## config.mk

```make
export PLATFORM = sky130hd
export DESIGN_NAME = uart_tx_flat
export DESIGN_NICKNAME = d
export VERILOG_FILES = /design/src/rtl/uart_tx_if.sv /design/src/rtl/uart_tx.sv /design/src/flat_wrapper.sv
export SDC_FILE = /design/constraint.sdc
export NUM_CORES = 1
export LEC_CHECK = 0
export CAP_MARGIN = 25
export CORE_ASPECT_RATIO = 0.75
export CORE_UTILIZATION = 48
export CTS_CLUSTER_DIAMETER = 80
export DETAILED_ROUTE_END_ITERATION = 8
export PLACE_DENSITY = 0.67
export SKIP_CTS_REPAIR_TIMING = 1
export SKIP_LAST_GASP = 1
export SYNTH_ARGS = -nofsm -noshare
export SYNTH_HDL_FRONTEND = slang
export SYNTH_SLANG_ARGS = --single-unit
export TNS_END_PERCENT = 30
```

## constraint.sdc

```tcl
create_clock -name dclk -period 5.9 [get_ports dclk]
set_clock_uncertainty 0.1 [all_clocks]
set_input_delay 1.18 -clock dclk [delete_from_list [all_inputs] [get_ports dclk]]
set_output_delay 1.18 -clock dclk [all_outputs]
set_load 0.1 [all_outputs]
```

## src/rtl/uart_tx_if.sv

```systemverilog
// Host-side handshake bundle for uart_tx.
//   write    : host write strobe
//   data     : byte to enqueue
//   full     : FIFO full, writes ignored
//   overflow : one-cycle pulse after a write that was dropped
//   busy     : frame on the line or bytes still queued
interface uart_tx_if;
  logic       write;
  logic [7:0] data;
  logic       full;
  logic       overflow;
  logic       busy;

  modport master (output write, data, input full, overflow, busy);
  modport slave  (input write, data, output full, overflow, busy);
endinterface

```

## src/rtl/uart_tx.sv

```systemverilog
// 8N1 serial transmitter with a small byte FIFO.
// Ports:
//   dclk    : transmit clock, rising edge
//   rst     : asynchronous active-low reset
//   host    : uart_tx_if.slave (write/data in, full/overflow/busy out)
//   divisor : bit period in dclk cycles, 0 behaves as 1; sampled per frame
//   tx      : serial line, idle high, driven from a flop
//
// state   | meaning
// IDLE    | line idle high, waiting for a queued byte
// START   | start bit (0) for one period
// DATA    | data bits LSB first, one period each
// STOP    | stop bit (1); chains straight into START if more bytes wait
module uart_tx #(
  parameter int DEPTH = 4,
  parameter int DW    = 16
) (
  input  logic          dclk,
  input  logic          rst,
  uart_tx_if.slave      host,
  input  logic [DW-1:0] divisor,
  output logic          tx
);

  localparam int PW = (DEPTH > 1) ? $clog2(DEPTH) : 1;
  localparam int CW = $clog2(DEPTH + 1);
  localparam logic [CW-1:0] DEPTH_C = CW'(DEPTH);

  localparam logic [1:0] S_IDLE  = 2'd0;
  localparam logic [1:0] S_START = 2'd1;
  localparam logic [1:0] S_DATA  = 2'd2;
  localparam logic [1:0] S_STOP  = 2'd3;

  logic [7:0]    mem [DEPTH];
  logic [PW-1:0] wr_ptr;
  logic [PW-1:0] rd_ptr;
  logic [CW-1:0] count;
  logic          full_q;
  logic          ovf_q;

  logic [1:0]    state;
  logic [7:0]    shift;
  logic [2:0]    bit_idx;
  logic [DW-1:0] baud_cnt;
  logic [DW-1:0] period;
  logic          tx_q;

  logic          fifo_empty;
  logic          push;
  logic          pop;
  logic          baud_done;
  logic [DW-1:0] div_eff;

  assign fifo_empty = (count == '0);
  assign push       = host.write & ~full_q;
  assign baud_done  = (baud_cnt == period - DW'(1));
  // Pop either from idle or on the last stop-bit cycle, so queued frames
  // follow each other with no idle gap.
  assign pop        = ~fifo_empty & ((state == S_IDLE) | ((state == S_STOP) & baud_done));
  assign div_eff    = (divisor == '0) ? DW'(1) : divisor;

  always_ff @(posedge dclk) begin
    if (push) mem[wr_ptr] <= host.data;
  end

  always_ff @(posedge dclk or negedge rst) begin
    if (!rst) begin
      wr_ptr <= '0;
      rd_ptr <= '0;
      count  <= '0;
      full_q <= 1'b0;
      ovf_q  <= 1'b0;
    end else begin
      ovf_q <= host.write & full_q;
      if (push) wr_ptr <= wr_ptr + PW'(1);
      if (pop)  rd_ptr <= rd_ptr + PW'(1);
      case ({push, pop})
        2'b10: begin
          count  <= count + CW'(1);
          full_q <= ((count + CW'(1)) == DEPTH_C);
        end
        2'b01: begin
          count  <= count - CW'(1);
          full_q <= 1'b0;
        end
        default: ;
      endcase
    end
  end

  always_ff @(posedge dclk or negedge rst) begin
    if (!rst) begin
      state    <= S_IDLE;
      shift    <= '0;
      bit_idx  <= '0;
      baud_cnt <= '0;
      period   <= '0;
      tx_q     <= 1'b1;
    end else begin
      if (state != S_IDLE) begin
        baud_cnt <= baud_done ? '0 : baud_cnt + DW'(1);
      end
      case (state)
        S_START: begin
          if (baud_done) begin
            state   <= S_DATA;
            bit_idx <= '0;
            tx_q    <= shift[0];
          end
        end
        S_DATA: begin
          if (baud_done) begin
            if (bit_idx == 3'd7) begin
              state <= S_STOP;
              tx_q  <= 1'b1;
            end else begin
              shift   <= shift >> 1;
              bit_idx <= bit_idx + 3'd1;
              tx_q    <= shift[1];
            end
          end
        end
        S_STOP: begin
          if (baud_done && fifo_empty) begin
            state <= S_IDLE;
            tx_q  <= 1'b1;
          end
        end
        default: ;
      endcase
      // A pop (from IDLE or end of STOP) always starts a fresh frame and
      // takes precedence over the per-state updates above.
      if (pop) begin
        state    <= S_START;
        shift    <= mem[rd_ptr];
        period   <= div_eff;
        baud_cnt <= '0;
        tx_q     <= 1'b0;
      end
    end
  end

  assign tx            = tx_q;
  assign host.full     = full_q;
  assign host.overflow = ovf_q;
  assign host.busy     = (state != S_IDLE) | ~fifo_empty;

endmodule

```

## src/flat_wrapper.sv

```systemverilog
// flat-port wrapper written by rule: the top's interface ports become plain ports
module uart_tx_flat 
#(
  parameter int DEPTH = 4,
  parameter int DW    = 16
)
  (dclk, rst, divisor, tx, host_write, host_data, host_full, host_overflow, host_busy);
  uart_tx_if host_i ();
  input  logic dclk;
  input  logic rst;
  input  logic [DW-1:0] divisor;
  output logic tx;
  input wire logic [$bits(host_i.write)-1:0] host_write;
  input wire logic [$bits(host_i.data)-1:0] host_data;
  output wire logic [$bits(host_i.full)-1:0] host_full;
  output wire logic [$bits(host_i.overflow)-1:0] host_overflow;
  output wire logic [$bits(host_i.busy)-1:0] host_busy;
  assign host_i.write = host_write;
  assign host_i.data = host_data;
  assign host_full = host_i.full;
  assign host_overflow = host_i.overflow;
  assign host_busy = host_i.busy;
  uart_tx #(.DEPTH(DEPTH), .DW(DW)) u_core (.dclk(dclk), .rst(rst), .host(host_i), .divisor(divisor), .tx(tx));
endmodule
```

== Word-level counts from Yosys, hierarchy flattened ==
Memories as Yosys holds them, arrays and structs flattened.
Cells that the tools add are included.
Widths: inputs -> output; s select.

* Register bits after elaboration: 55
* Bits in latches: 0
* Bits of input ports: 27
* Bits in writable memories: 32
* Memories kept: 1
* Logic and storage cells: 86
* Memory bits (read-only): 0

{| class="wikitable"
|+ Memory list
! name !! words !! bits a word !! rd ports !! clocked after memory_dff !! wr ports !! line !! RTL
|-
| u_core.mem || 4 || 8 || 1 || 0 || 1 || uart_tx.sv:34 || <nowiki>logic [7:0] mem [DEPTH];</nowiki>
|}

* Add/sub/neg operators: 7
* Multiplexer cells: 28
* Reductions and logical operators: 15
* Equal/unequal tests: 16
* Div/mod/pow operators: 0
* Order comparisons: 0
* Shift operators: 0
* Multiply operators: 0
* Bitwise operators: 8

{| class="wikitable"
|+ Operators by type and width
! cell !! number
|-
| $mux 16 || 4
|-
| $mux 8 || 4
|-
| $add 16x1->16 const B || 1
|-
| $eq 16x16->1 || 1
|-
| $logic_not 16->1 || 1
|-
| $sub 16x1->16 const B || 1
|-
| $pmux 3 s2 || 2
|-
| $reduce_bool 2->1 || 6
|-
| $mux 2 || 5
|-
| $mux 3 || 3
|-
| $ne 3x1->1 const B || 3
|-
| $reduce_and 4->1 || 2
|-
| $mux 1 || 7
|-
| $add 3x1->3 const B || 2
|-
| $eq 2x2->1 const B || 3
|-
| $eq 3x3->1 const B || 2
|-
| $ne 2x1->1 const B || 3
|-
| $pmux 2 s3 || 1
|-
| $reduce_and 5->1 || 1
|-
| $add 2x1->2 const B || 2
|-
| $and 1x1->1 || 4
|-
| $eq 2x1->1 const B || 2
|-
| $reduce_bool 4->1 || 1
|-
| $logic_not 3->1 || 1
|-
| other kinds (10) || 12
|}

== Logic depth before layout (Yosys ltp) ==
* Word-level depth: 7
* Gate-level depth with buffers: 14

== Worst setup path after synthesis ==
OpenSTA, ideal clock, no wires.

* Path kind: register to register
* Start: register u_core.period[0]
* End: register u_core.count[2]
* Arrival: 2,942 ps
* Stages on the path, launching flop included: 15
* Period minus slack after synthesis: 3,167 ps
* Path slack: 2,733 ps
* Buffers on the path: 1
* Path through: dfrtp_1 inv_1 ha_1 or4b_4 nor3_1 a21oi_1 or4_1 a21oi_2 a31oi_4 buf_6 inv_1 ha_1 mux2i_1 nor2_1 xor2_1

* Cells in the longest elaborated chain, start to end: 7
* Elaborated cells between the ends (all ways): 9
* Classes of those cells: 1 x add/sub; 3 x eq/ne; 1 x mux; 3 x bitwise; 1 x reduce/logical

{| class="wikitable"
|+ Ends and longest elaborated chain
! element !! line !! RTL
|-
| start: declaration || uart_tx.sv:45 || <nowiki>logic [DW-1:0] period;</nowiki>
|-
| start signal: assignment || uart_tx.sv:136 || <nowiki>period <= div_eff;</nowiki>
|-
| $sub 16x1->16 (*) || uart_tx.sv:56 || <nowiki>assign baud_done = (baud_cnt == period - DW'(1));</nowiki>
|-
| $eq 16x16->1 (*) || uart_tx.sv:56 ||
|-
| $and 1x1->1 (*) || uart_tx.sv:59 || <nowiki>assign pop = ~fifo_empty & ((state == S_IDLE) | ((state == S_STOP) & baud_done));</nowiki>
|-
| $or 1x1->1 (*) || uart_tx.sv:59 ||
|-
| $and 1x1->1 (*) || uart_tx.sv:59 ||
|-
| $eq 2x1->1 or $eq 2x2->1 (tied branches) || uart_tx.sv:77 || <nowiki>case ({push, pop})</nowiki>
|-
| $pmux 3 s2 or $reduce_bool 2->1 (tied branches) || - ||
|-
| end signal: assignment || uart_tx.sv:79 || <nowiki>count <= count + CW'(1);</nowiki>
|-
| end signal: assignment || uart_tx.sv:83 || <nowiki>count <= count - CW'(1);</nowiki>
|-
| end: declaration || uart_tx.sv:37 || <nowiki>logic [CW-1:0] count;</nowiki>
|}

Mark *: on every way between the ends. The rest lies on a longest branch, timed or not.
A chain may end at the register's enable or synchronous reset.

== Final worst setup path ==
* Start: register u_core.count[0]
* End: output host_busy

* Cells in the longest elaborated chain, start to end: 3

{| class="wikitable"
|+ Ends and longest elaborated chain
! element !! line !! RTL
|-
| $logic_not 3->1 || uart_tx.sv:54 || <nowiki>assign fifo_empty = (count == '0);</nowiki>
|-
| $not 1->1 || uart_tx.sv:146 || <nowiki>assign host.busy = (state != S_IDLE) | ~fifo_empty;</nowiki>
|-
| $or 1x1->1 || uart_tx.sv:146 ||
|-
| end: declaration || flat_wrapper.sv:17 || <nowiki>output wire logic [$bits(host_i.busy)-1:0] host_busy;</nowiki>
|}

No other way between the ends.

==> impl_metrics.tcl <==
set metrics [dict create \
    setup_viol 0 \
    syn_area_sq_um 4710 \
    dr_wl_met3_um 504 \
    ys_top_cells_by_count "54 x dfrtp_1, 39 x nor2_1, 32 x edfxtp_1" \
    report.final.hold_viol_count 0 \
    antenna_left 0 \
    worstPathArrival_ns 2.76 \
    maxCapViolCount 0 \
    max_slew_margin_pct 35.0 \
    cp-startpoint "u_core.count[0]$_DFFE_PN0P_" \
    ys_types 62 \
    grt_pass1_vias 2997 \
    async_flop_share_pct 63.2 \
    synth_nets 446 \
    avgSynthCellArea_sq_um 11.8 \
    ff2ff_setup_slack_ns 2.44 \
    portBuffers 30 \
    cts.sinks 87 \
    insertion_delay_ns 0.35 \
    clockRootBuffer "clkbuf_16" \
    worst_ir_drop_vdd_mv 0.354 \
    clock_power_share_pct 23.2 \
    grt_max_degree 56 \
    nets 476 \
    cp.required_ns 4.62 \
    p_int_uw 1710 \
    p_sw_share_pct 38.1 \
    wl_per_cell_um 16.5 \
    synthFlopType "dfrtp_1" \
    synth_enable_flop_cells 32 \
    min_path_type "flop to flop" \
    status "finished, final reports clean" \
    period_share_pct 68.4 \
    worst-r2r-cell-count 10 \
    core-area_sq_um 9270 \
    core.rowCount 30 \
    h-tree-depth 3 \
    dieArea_sq_um 10200 \
    syn_to_final_growth_pct 15.1 \
    rsz0062_at_grt "no" \
    antenna_found_initial 0 \
    p_comb_share_pct 38.8 \
    switchingPower_uw 1050 \
    seq_power_share_pct 38.0 \
    synth_area_leaders "dfrtp_1 29%, edfxtp_1 20%, ha_1 5.3%" \
    dr_wl_met2_um 3880 \
    r2r-start "u_core.period[0]$_DFFE_PN0N_" \
    drt-met1-wl_um 4800 \
    dr.pass1.iters 4 \
    clkTransAtPathRegs_ns 0.07 \
    fill_cells 762 \
    max_freq_ghz 0.248 \
    routed_wl_um 9300 \
    crit_type "flop to output pin" \
    drv_slew 0 \
    drt_iter0_markers 216 \
    tns_ns 0 \
    tightest_slew_ns 0.972 \
    critPathMaxFanout 6 \
    synthCells 399 \
    gp_congestion 0.814 \
    cts_tree "yes" \
    synth_top_area_cell "dfrtp_1" \
    start_util_pct 50.8 \
    drive_gt1_share_pct 15.0 \
    period_minus_slack_ns 4.04 \
    hp-start "u_core.shift[7]$_DFFE_PN0P_" \
    grt_usage_pct 20.7 \
    synth_most_common_cell "dfrtp_1" \
    max-clock-path-buffers 2 \
    power_leakage_uw 0.00228 \
    yosys_warnings 0 \
    vias 3083 \
    vias_per_cell 5.49 \
    synth_seq_cells 87 \
    cp-end-kind "output pin" \
    start_kind "flop" \
    powerDensity_nw_per_um2 509 \
    cp-endpoint "host_busy" \
    cts_made_buffers 9 \
    synth.top_cell.area_share_pct 28.7 \
    utilization_pct 58.5 \
    r2r_end "u_core.baud_cnt[9]$_DFFE_PN0P_" \
    dieWidth_um 116 \
    diodes 0 \
    ys_seq_area_share_pct 49.6 \
    hpwl_um 6670 \
    io_pins 31 \
    drc 0 \
    die_h_um 87.8 \
    grt-ovfl-total 0 \
    highest_layer "met4" \
    grt_pass1_wl_um 15600 \
]
-- cell type report --
| class | count | area (sq um) | area share, % |
|---|---|---|---|
| multi-input combinational | 283 | 2220 | 40.9 |
| clock buffer | 9 | 225 | 4.16 |
| tap | 128 | 160 | 2.95 |
| timing repair buffer | 32 | 310 | 5.72 |
| clock inverter | 7 | 109 | 2.01 |
| inverter | 16 | 60.1 | 1.11 |
| sequential | 87 | 2340 | 43.1 |
-- registers in the layout, summed over array words and instances (netlist names), 2 cells and up --
signal,flops
u_core.baud_cnt,16
u_core.bit_idx,3
u_core.count,3
u_core.mem,32
u_core.period,16
u_core.rd_ptr,2
u_core.shift,8
u_core.state,2
u_core.wr_ptr,2
-- worst min-delay path by stage --
stage                                        to  slack (ns)  cells after the start
floorplan           u_core.shift[7]$_DFFE_PN0P_        0.37                      2
global placement    u_core.shift[7]$_DFFE_PN0P_        0.39                      2
detailed placement  u_core.shift[7]$_DFFE_PN0P_        0.41                      2
CTS                 u_core.count[2]$_DFFE_PN0P_        0.42                      1
global route        u_core.count[2]$_DFFE_PN0P_        0.43                      1
finish              u_core.shift[7]$_DFFE_PN0P_        0.42                      2
-- stage by stage --
step	cell area [sq um]	hold WS (ns)	worst slack (ns)	instances	total power (uW)
5_1_grt	5420	0.433	1.71	562	2940
6_report	5420	0.416	1.86	562	2760
2_1_floorplan	4710	0.375	2.73	399	1890
3_5_place_dp	5090	0.411	2.23	546	2120
3_3_place_gp	5090	0.395	2.28	546	2090
4_1_cts	5420	0.424	1.85	562	2780
-- cell usage in the layout, fill, tap and decap left out, types with 8 or more instances in the layout --
master,instances
and3_1,8
xor2_1,21
mux2i_1,9
edfxtp_1,32
nand3_1,9
mux4_2,8
mux2_4,15
nor2_1,39
nand2_1,24
clkbuf_16,9
a21oi_1,9
xnor2_1,14
dfrtp_1,54
clkdlybuf4s50_1,29
o21ai_0,11
ha_1,20
inv_1,16
-- worst max-delay path, cell delays in order (launching register included) --
cell and delay [ns]:
dfrtp_1 0.43, inv_1 0.09, ha_1 0.19, nor2b_1 0.17, and2_1 0.23, inv_1 0.15
clkdlybuf4s50_1 1.15
-- power by group through the flow --
stage | registers, uW | clock network, uW | logic (uW)
after floorplan | 1020 | 0 | 872
after global placement | 1040 | 0 | 1050
after detailed placement | 1060 | 0 | 1070
after CTS | 1050 | 655 | 1080
after global routing | 1080 | 679 | 1180
final | 1050 | 640 | 1070
-- metal layers --
layer | track usage (%) | vias to the layer above
li1 | - | 1503
met1 | 31.4 | 1512
met2 | 29.0 | 59
met3 | 5.33 | 9
met4 | 5.83 | 0
met5 | 0 | -
-- cell families after synthesis --
logic type / after synthesis / synth area share [%]
compound gates: 50 / 7.57
xor+xnor: 36 / 6.85
fa+ha+maj: 20 / 5.31
buf+inv: 29 / 3.29
flops: 87 / 49.6
mux: 33 / 10.8
simple gates: 144 / 16.6
No activity file was read; power rests on OpenSTA's default activity.
